**config.mk**
```make
export PLATFORM = sky130hd
export DESIGN_NAME = alu_seq
export DESIGN_NICKNAME = d
export VERILOG_FILES = /design/src/rtl/alu_seq.sv
export SDC_FILE = /design/constraint.sdc
export NUM_CORES = 1
export LEC_CHECK = 0
export BUFFER_PORTS_ARGS = -buffer_cell sky130_fd_sc_hd__buf_2
export CAP_MARGIN = 20
export CELL_PAD_IN_SITES_DETAIL_PLACEMENT = 0
export CELL_PAD_IN_SITES_GLOBAL_PLACEMENT = 1
export CORE_UTILIZATION = 30
export CTS_BUF_LIST = sky130_fd_sc_hd__clkbuf_4
export DETAILED_ROUTE_END_ITERATION = 7
export MAX_ROUTING_LAYER = met4
export PLACE_DENSITY_LB_ADDON = 0.1
export SYNTH_ARGS = -nofsm -noshare
export SYNTH_HDL_FRONTEND = slang
export SYNTH_SLANG_ARGS = --single-unit
```
**constraint.sdc**
```tcl
create_clock -name clk -period 11.4 [get_ports clk]
set_clock_uncertainty 0.05 [all_clocks]
set_input_delay 2.28 -clock clk [delete_from_list [all_inputs] [get_ports clk]]
set_output_delay 2.28 -clock clk [all_outputs]
set_load 0.005 [all_outputs]
```
**src/rtl/alu_seq.sv**
```systemverilog
// alu_seq: handshaked ALU with single-cycle logic/arith/shift/compare ops and iterative unsigned mul/div.
// Define ALU_SIGNED_MULDIV_EN to add signed MULH (1011), DIV (1110) and REM (1111).
module alu_seq #(
    parameter int WIDTH = 32,
    localparam int CNT_W = $clog2(WIDTH) + 1
) (
    input  logic             clk,
    input  logic             reset,
    input  logic             in_valid,
    output logic             in_ready,
    input  logic [WIDTH-1:0] A,
    input  logic [WIDTH-1:0] B,
    input  logic [3:0]       ALUControl_in,
    output logic             out_valid,
    input  logic             out_ready,
    output logic [WIDTH-1:0] ALU_result,
    output logic             zero
);
    localparam int SH_W = $clog2(WIDTH);

    localparam logic [3:0] OP_AND   = 4'b0000;
    localparam logic [3:0] OP_OR    = 4'b0001;
    localparam logic [3:0] OP_ADD   = 4'b0010;
    localparam logic [3:0] OP_XOR   = 4'b0011;
    localparam logic [3:0] OP_SLL   = 4'b0100;
    localparam logic [3:0] OP_SRL   = 4'b0101;
    localparam logic [3:0] OP_SUB   = 4'b0110;
    localparam logic [3:0] OP_SRA   = 4'b0111;
    localparam logic [3:0] OP_SLT   = 4'b1000;
    localparam logic [3:0] OP_SLTU  = 4'b1001;
    localparam logic [3:0] OP_MUL   = 4'b1010;
    localparam logic [3:0] OP_MULHI = 4'b1011;  // MULHU, or signed MULH when enabled
    localparam logic [3:0] OP_DIVU  = 4'b1100;
    localparam logic [3:0] OP_REMU  = 4'b1101;
`ifdef ALU_SIGNED_MULDIV_EN
    localparam logic [3:0] OP_DIV   = 4'b1110;
    localparam logic [3:0] OP_REM   = 4'b1111;
`endif

    typedef enum logic [1:0] {IDLE, MUL, DIV, DONE} state_t;

    state_t             state, state_next;
    logic [2*WIDTH-1:0] acc, acc_step;
    logic [WIDTH-1:0]   mcand;
    logic [CNT_W-1:0]   cnt, cnt_dec;
    logic [3:0]         op_q;

    logic             accept, start_iter, res_load;
    logic [WIDTH-1:0] res_val, fin;
    logic             is_mul_op, is_div_op, is_quot, div_special;
    logic [WIDTH-1:0] special_val, a_mag, b_mag;
    logic [WIDTH:0]   mul_sum, div_shift;
    logic [WIDTH-1:0] div_diff;
    logic             div_ge;
`ifdef ALU_SIGNED_MULDIV_EN
    logic             neg_q, neg_next;
`endif

    function automatic logic [WIDTH-1:0] single_op(input logic [3:0] op,
                                                   input logic [WIDTH-1:0] a,
                                                   input logic [WIDTH-1:0] b);
        logic signed [WIDTH-1:0] sa;
        logic signed [WIDTH-1:0] sb;
        logic [SH_W-1:0]         sh;
        logic [WIDTH-1:0]        r;
        sa = a;
        sb = b;
        sh = b[SH_W-1:0];
        case (op)
            OP_AND:  r = a & b;
            OP_OR:   r = a | b;
            OP_ADD:  r = a + b;
            OP_SUB:  r = a - b;
            OP_XOR:  r = a ^ b;
            OP_SLL:  r = a << sh;
            OP_SRL:  r = a >> sh;
            OP_SRA:  r = sa >>> sh;
            OP_SLT:  r = {{(WIDTH-1){1'b0}}, (sa < sb)};
            OP_SLTU: r = {{(WIDTH-1){1'b0}}, (a < b)};
            default: r = a;
        endcase
        return r;
    endfunction

    function automatic logic [WIDTH-1:0] negate(input logic [WIDTH-1:0] v);
        return -v;
    endfunction

    // Request decode: operand magnitudes, sign of result, and cases that finish immediately
    always_comb begin
        a_mag       = A;
        b_mag       = B;
        div_special = 1'b0;
        special_val = A;
        is_mul_op   = (ALUControl_in == OP_MUL) || (ALUControl_in == OP_MULHI);
        is_div_op   = (ALUControl_in == OP_DIVU) || (ALUControl_in == OP_REMU);
        is_quot     = (ALUControl_in == OP_DIVU);
`ifdef ALU_SIGNED_MULDIV_EN
        neg_next    = 1'b0;
        is_div_op   = is_div_op || (ALUControl_in == OP_DIV) || (ALUControl_in == OP_REM);
        is_quot     = is_quot || (ALUControl_in == OP_DIV);
        if (ALUControl_in == OP_MULHI || ALUControl_in == OP_DIV || ALUControl_in == OP_REM) begin
            a_mag    = A[WIDTH-1] ? negate(A) : A;
            b_mag    = B[WIDTH-1] ? negate(B) : B;
            neg_next = (ALUControl_in == OP_REM) ? A[WIDTH-1] : (A[WIDTH-1] ^ B[WIDTH-1]);
        end
        if ((ALUControl_in == OP_DIV || ALUControl_in == OP_REM) &&
            A == {1'b1, {(WIDTH-1){1'b0}}} && B == {WIDTH{1'b1}}) begin
            div_special = 1'b1;
            special_val = (ALUControl_in == OP_DIV) ? A : '0;
        end
`endif
        if (is_div_op && B == '0) begin
            div_special = 1'b1;
            special_val = is_quot ? {WIDTH{1'b1}} : A;
        end
    end

    // Iteration step: shift-add multiply or restoring divide, plus final result selection
    always_comb begin
        mul_sum   = {1'b0, acc[2*WIDTH-1:WIDTH]} + (acc[0] ? {1'b0, mcand} : '0);
        div_shift = {acc[2*WIDTH-1:WIDTH], acc[WIDTH-1]};
        div_ge    = div_shift >= {1'b0, mcand};
        div_diff  = div_shift[WIDTH-1:0] - mcand;
        if (state == DIV)
            acc_step = {(div_ge ? div_diff : div_shift[WIDTH-1:0]), acc[WIDTH-2:0], div_ge};
        else
            acc_step = {mul_sum, acc[WIDTH-1:1]};
        cnt_dec = cnt - CNT_W'(1);

        case (op_q)
            OP_MUL:  fin = acc_step[WIDTH-1:0];
`ifdef ALU_SIGNED_MULDIV_EN
            // high half of the negated product: ~hi plus the carry out of -lo
            OP_MULHI: fin = neg_q ? (~acc_step[2*WIDTH-1:WIDTH] +
                                     {{(WIDTH-1){1'b0}}, (acc_step[WIDTH-1:0] == '0)})
                                  : acc_step[2*WIDTH-1:WIDTH];
            OP_DIV:  fin = neg_q ? negate(acc_step[WIDTH-1:0]) : acc_step[WIDTH-1:0];
            OP_REM:  fin = neg_q ? negate(acc_step[2*WIDTH-1:WIDTH]) : acc_step[2*WIDTH-1:WIDTH];
`else
            OP_MULHI: fin = acc_step[2*WIDTH-1:WIDTH];
`endif
            OP_REMU: fin = acc_step[2*WIDTH-1:WIDTH];
            default: fin = acc_step[WIDTH-1:0];
        endcase
    end

    always_ff @(posedge clk) begin
        if (reset) state <= IDLE;
        else       state <= state_next;
    end

    always_comb begin
        state_next = state;
        in_ready   = (state == IDLE);
        out_valid  = (state == DONE);
        accept     = in_valid & in_ready;
        start_iter = 1'b0;
        res_load   = 1'b0;
        res_val    = ALU_result;
        case (state)
            IDLE: begin
                if (accept) begin
                    if ((is_mul_op || is_div_op) && !div_special) begin
                        start_iter = 1'b1;
                        state_next = is_mul_op ? MUL : DIV;
                    end else begin
                        res_load   = 1'b1;
                        res_val    = div_special ? special_val : single_op(ALUControl_in, A, B);
                        state_next = DONE;
                    end
                end
            end
            MUL, DIV: begin
                if (cnt_dec == '0) begin
                    res_load   = 1'b1;
                    res_val    = fin;
                    state_next = DONE;
                end
            end
            DONE: begin
                if (out_ready) state_next = IDLE;
            end
            default: state_next = IDLE;
        endcase
    end

    always_ff @(posedge clk) begin
        if (reset) begin
            acc        <= '0;
            mcand      <= '0;
            cnt        <= '0;
            op_q       <= '0;
            ALU_result <= '0;
            zero       <= 1'b0;
`ifdef ALU_SIGNED_MULDIV_EN
            neg_q      <= 1'b0;
`endif
        end else begin
            if (start_iter) begin
                // mul: multiplier in the low half, multiplicand aside; div: dividend low, divisor aside
                acc   <= {{WIDTH{1'b0}}, (is_mul_op ? b_mag : a_mag)};
                mcand <= is_mul_op ? a_mag : b_mag;
                cnt   <= CNT_W'(WIDTH);
                op_q  <= ALUControl_in;
`ifdef ALU_SIGNED_MULDIV_EN
                neg_q <= neg_next;
`endif
            end else if (state == MUL || state == DIV) begin
                acc <= acc_step;
                cnt <= cnt_dec;
            end
            if (res_load) begin
                ALU_result <= res_val;
                zero       <= (res_val == '0);
            end
        end
    end
endmodule

```
==> impl_results.md <==
* Main synth FF type: dfxtp_1
* Post-synthesis net count at 3440
* Hold Crit Class: flip-flop to flip-flop
* Rel. slew slack at between 20% and 30%
* Via Count at roughly 26000
* Die Area at about 0.075 mm2
* Worst-Margin Slew at roughly 1100 ps
* Pin count of the biggest net entering global routing at around 90
* Hpwl dp at 103000 um
* Overall global routing resource usage at between 30 and 40%
* Int Power at about 2000 uW
* 1st-iter DRT viols at ~2800
* Cell area after synthesis at 0.0222 mm2
* DRC violations left at 12
* Worst Setup End Kind: flip-flop
* Clk buf depth at 2
* Leak Pwr at between 0.009 and 0.01 uW
* DP Area at 0.0234 mm2
* Clock Latency Late Sink at between 600 and 700 ps
* Worst setup path start: B[4]
* First-pass GRT wire length at between 150000 and 200000 um
* CTS root buf: clkbuf_4
* Setup-failing EPs final at 0
* Initial antenna violation count at 4
* CTS tree: yes
* Failing checks: DRC
* Worst Hold Launch: op_q[0]
* Synth top cells by count: 377 x nand2_1, 346 x nor2_1, 254 x a21oi_1, 191 x clkbuf_1, 182 x o21ai_0
* Initial Util at a little over 30%
* Peak Freq at between 100 and 150 MHz
* Num rows at 99
* Number of global-route vias before repair at roughly 25000
* Total grt overflow at 0
* Die H at around 270 um
* # hold bufs at CTS at 0
* Switching Share at 60.5%
* Core footprint at between 0.07 and 0.08 mm2
* First-pass DRT Iterations at 8
* Max Cap Viol at 0
* Crit Path Max Fanout at 26
* Placed instance count at 4045
* RSZ-0062 raised after global routing: no
* Die Wd at roughly 270 um
* Reg2reg setup slack at 6360 ps
* Input/output buffers at between 100 and 150
* Netlist cell types at slightly below 100
* Post-CTS Setup Repair Bufs at 0
* Fraction of power consumed by combinational cells at 77.0%
* Syn avg cell area at between 6 and 7 um2
* Number of buffers created by CTS at 17
* Placer Congestion at approximately 1.0
* Crit start category: input port
* Share of post-route cells with drive strength above 1 at about a tenth
* Seq/Total Area, Yosys at about 13%
* Antenna Nets Post-Route at 0
* Clock sink count at about 140
* Cell count after synthesis at about 3200
* Switch Pwr at between 3000 and 4000 uW
* Post-cts gate resize count at 0
* EDFF count, synth at 0
* #FFs+latches synth at 141
* Status: finished, violations left
* Share of the clock period used by the worst path at approximately 66%
* Power Density at around 220 mW/mm2
* Most frequent cell after synthesis: nand2_1
* Post-Route WL at 134000 um
* Crit path time final at roughly 7600 ps
* IO Count at between 100 and 150
* Design area at 0.0237 mm2
* Synth-to-layout area growth at 6.78%
* Seq pwr share at 15.5%
* Reg2reg start: mcand[24]
* Clock transition at path regs at between 150 and 200 ps
* Drt via density at around 6.4
* Routed len/inst at roughly 33 um
* Critical path arrival at roughly 8100 ps
* Nets at 3363
* Worst EP required at 11940 ps
* Yosys top cell area share at about an eighth
* Fraction of registers with async set/reset at 0%
* Peak supply drop at between 150 and 200 uV
* Clock network fraction of design power at 7.4%
* # H-tree levels at 4
* Post-synth top area cell: dfxtp_1
* Top area cells in the synthesized netlist: dfxtp_1 13%, ha_1 10%, nand2_1 6.4%
* FILL cells at around 8100
* Final std cells w/o fill at between 4000 and 5000
* Hold Violations, Final at 0
* Crit path kind: input port to flip-flop
* Setup_tns at 0 ps
* Yosys warning total at 0
* Max Slew Vio Count at 0
## cells in the final DEF, fill, tap and decap left out, drive strengths merged, types with 32 or more instances in the layout
cell | Yosys | layout
a211oi | 102 | 102
a21oi | 254 | 254
a311oi | 75 | 75
a31oi | 40 | 40
and2 | 49 | 49
buf | 68 | 162
dfxtp | 141 | 141
ha | 181 | 181
inv | 150 | 159
mux2 | 36 | 36
mux2i | 112 | 112
mux4 | 33 | 33
nand2 | 378 | 378
nand3 | 55 | 55
nor2 | 347 | 347
nor2b | 32 | 32
nor3 | 83 | 83
o211ai | 48 | 48
o21ai | 186 | 186
xnor2 | 61 | 61
## critical path: stages
cell and delay [ps]:
buf_2 530, inv_1 570, ha_1 600, nor2b_1 210
o21ai_0 230, a211oi_1 790, o21ai_1 190, o21ai_1 240
xnor2_1 220, a2111oi_0 970, o221ai_1 330, a31o_2 300
nor4_1 230, nand4_1 230, o21ai_1 170
## routing by layer
metal	vias up	wire (um)	track usage, %	share of wire, %
li1	11600	-	-	-
met1	12900	57500	45.7	43
met2	1281	63100	58.4	47
met3	234	8050	3.43	6.0
met4	0	5770	13.6	4.3
met5	-	0	-	0
## kinds of logic (layout without fill, tap and decap cells)
logic type                 count (synthesis)  count (layout)  synth area share [%]
other                                      0               4                     0
muxes                                    181             181                  10.2
buffers and inverters                    410             346                  7.35
xor gates and xnor gates                  87              87                  3.43
AOI/OAI and AO/OA                       1052            1052                  32.3
DFF                                      141             141                  12.7
adders and majority gates                185             185                  10.6
and+or+nand+nor                         1127            1127                  23.4
## flip-flops by register name, indices dropped and copies added, names as in the netlist
signal and cells:
acc 64, ALU_result 32, mcand 32, cnt 6
op_q 4, state 2, zero 1
## worst paths after layout
path | end | cells past startpoint
max | zero | 15
min | op_q[0] | 2
max reg2reg | zero | 14
min reg2reg | op_q[0] | 2
## through the flow
step | power (uW) | worst slack (ps) | utilization [%] | hold WS (ps)
2_1_floorplan | 3350 | 5060 | - | 395
3_3_place_gp | 4730 | 3390 | 32.0 | 406
3_5_place_dp | 4710 | 3350 | 32.0 | 413
4_1_cts | 5130 | 4010 | 32.5 | 433
5_1_grt | 5500 | 3940 | 32.5 | 452
6_report | 5180 | 3820 | 32.5 | 431
## area by class of cell
class                      instances  area [um2]  share of cell area [%]
multi-input combinational       2632       17900                    75.2
clock buffer                      17         128                   0.538
inverter                         151         567                    2.39
timing repair buffer             163         961                    4.05
sequential                       141        2820                    11.9
tap                              959        1200                    5.06
antenna                            4        10.0                  0.0422
clock inverter                    15         193                   0.812
## power groups by stage
stage                     logic, uW  clock network, uW  registers [uW]
after floorplan                2620                  0             730
after global placement         3910                  0             813
after detailed placement       3900                  0             815
after CTS                      3930                396             803
after global routing           4270                410             821
final                          3990                385             805
(Power assumes the default switching activity.)
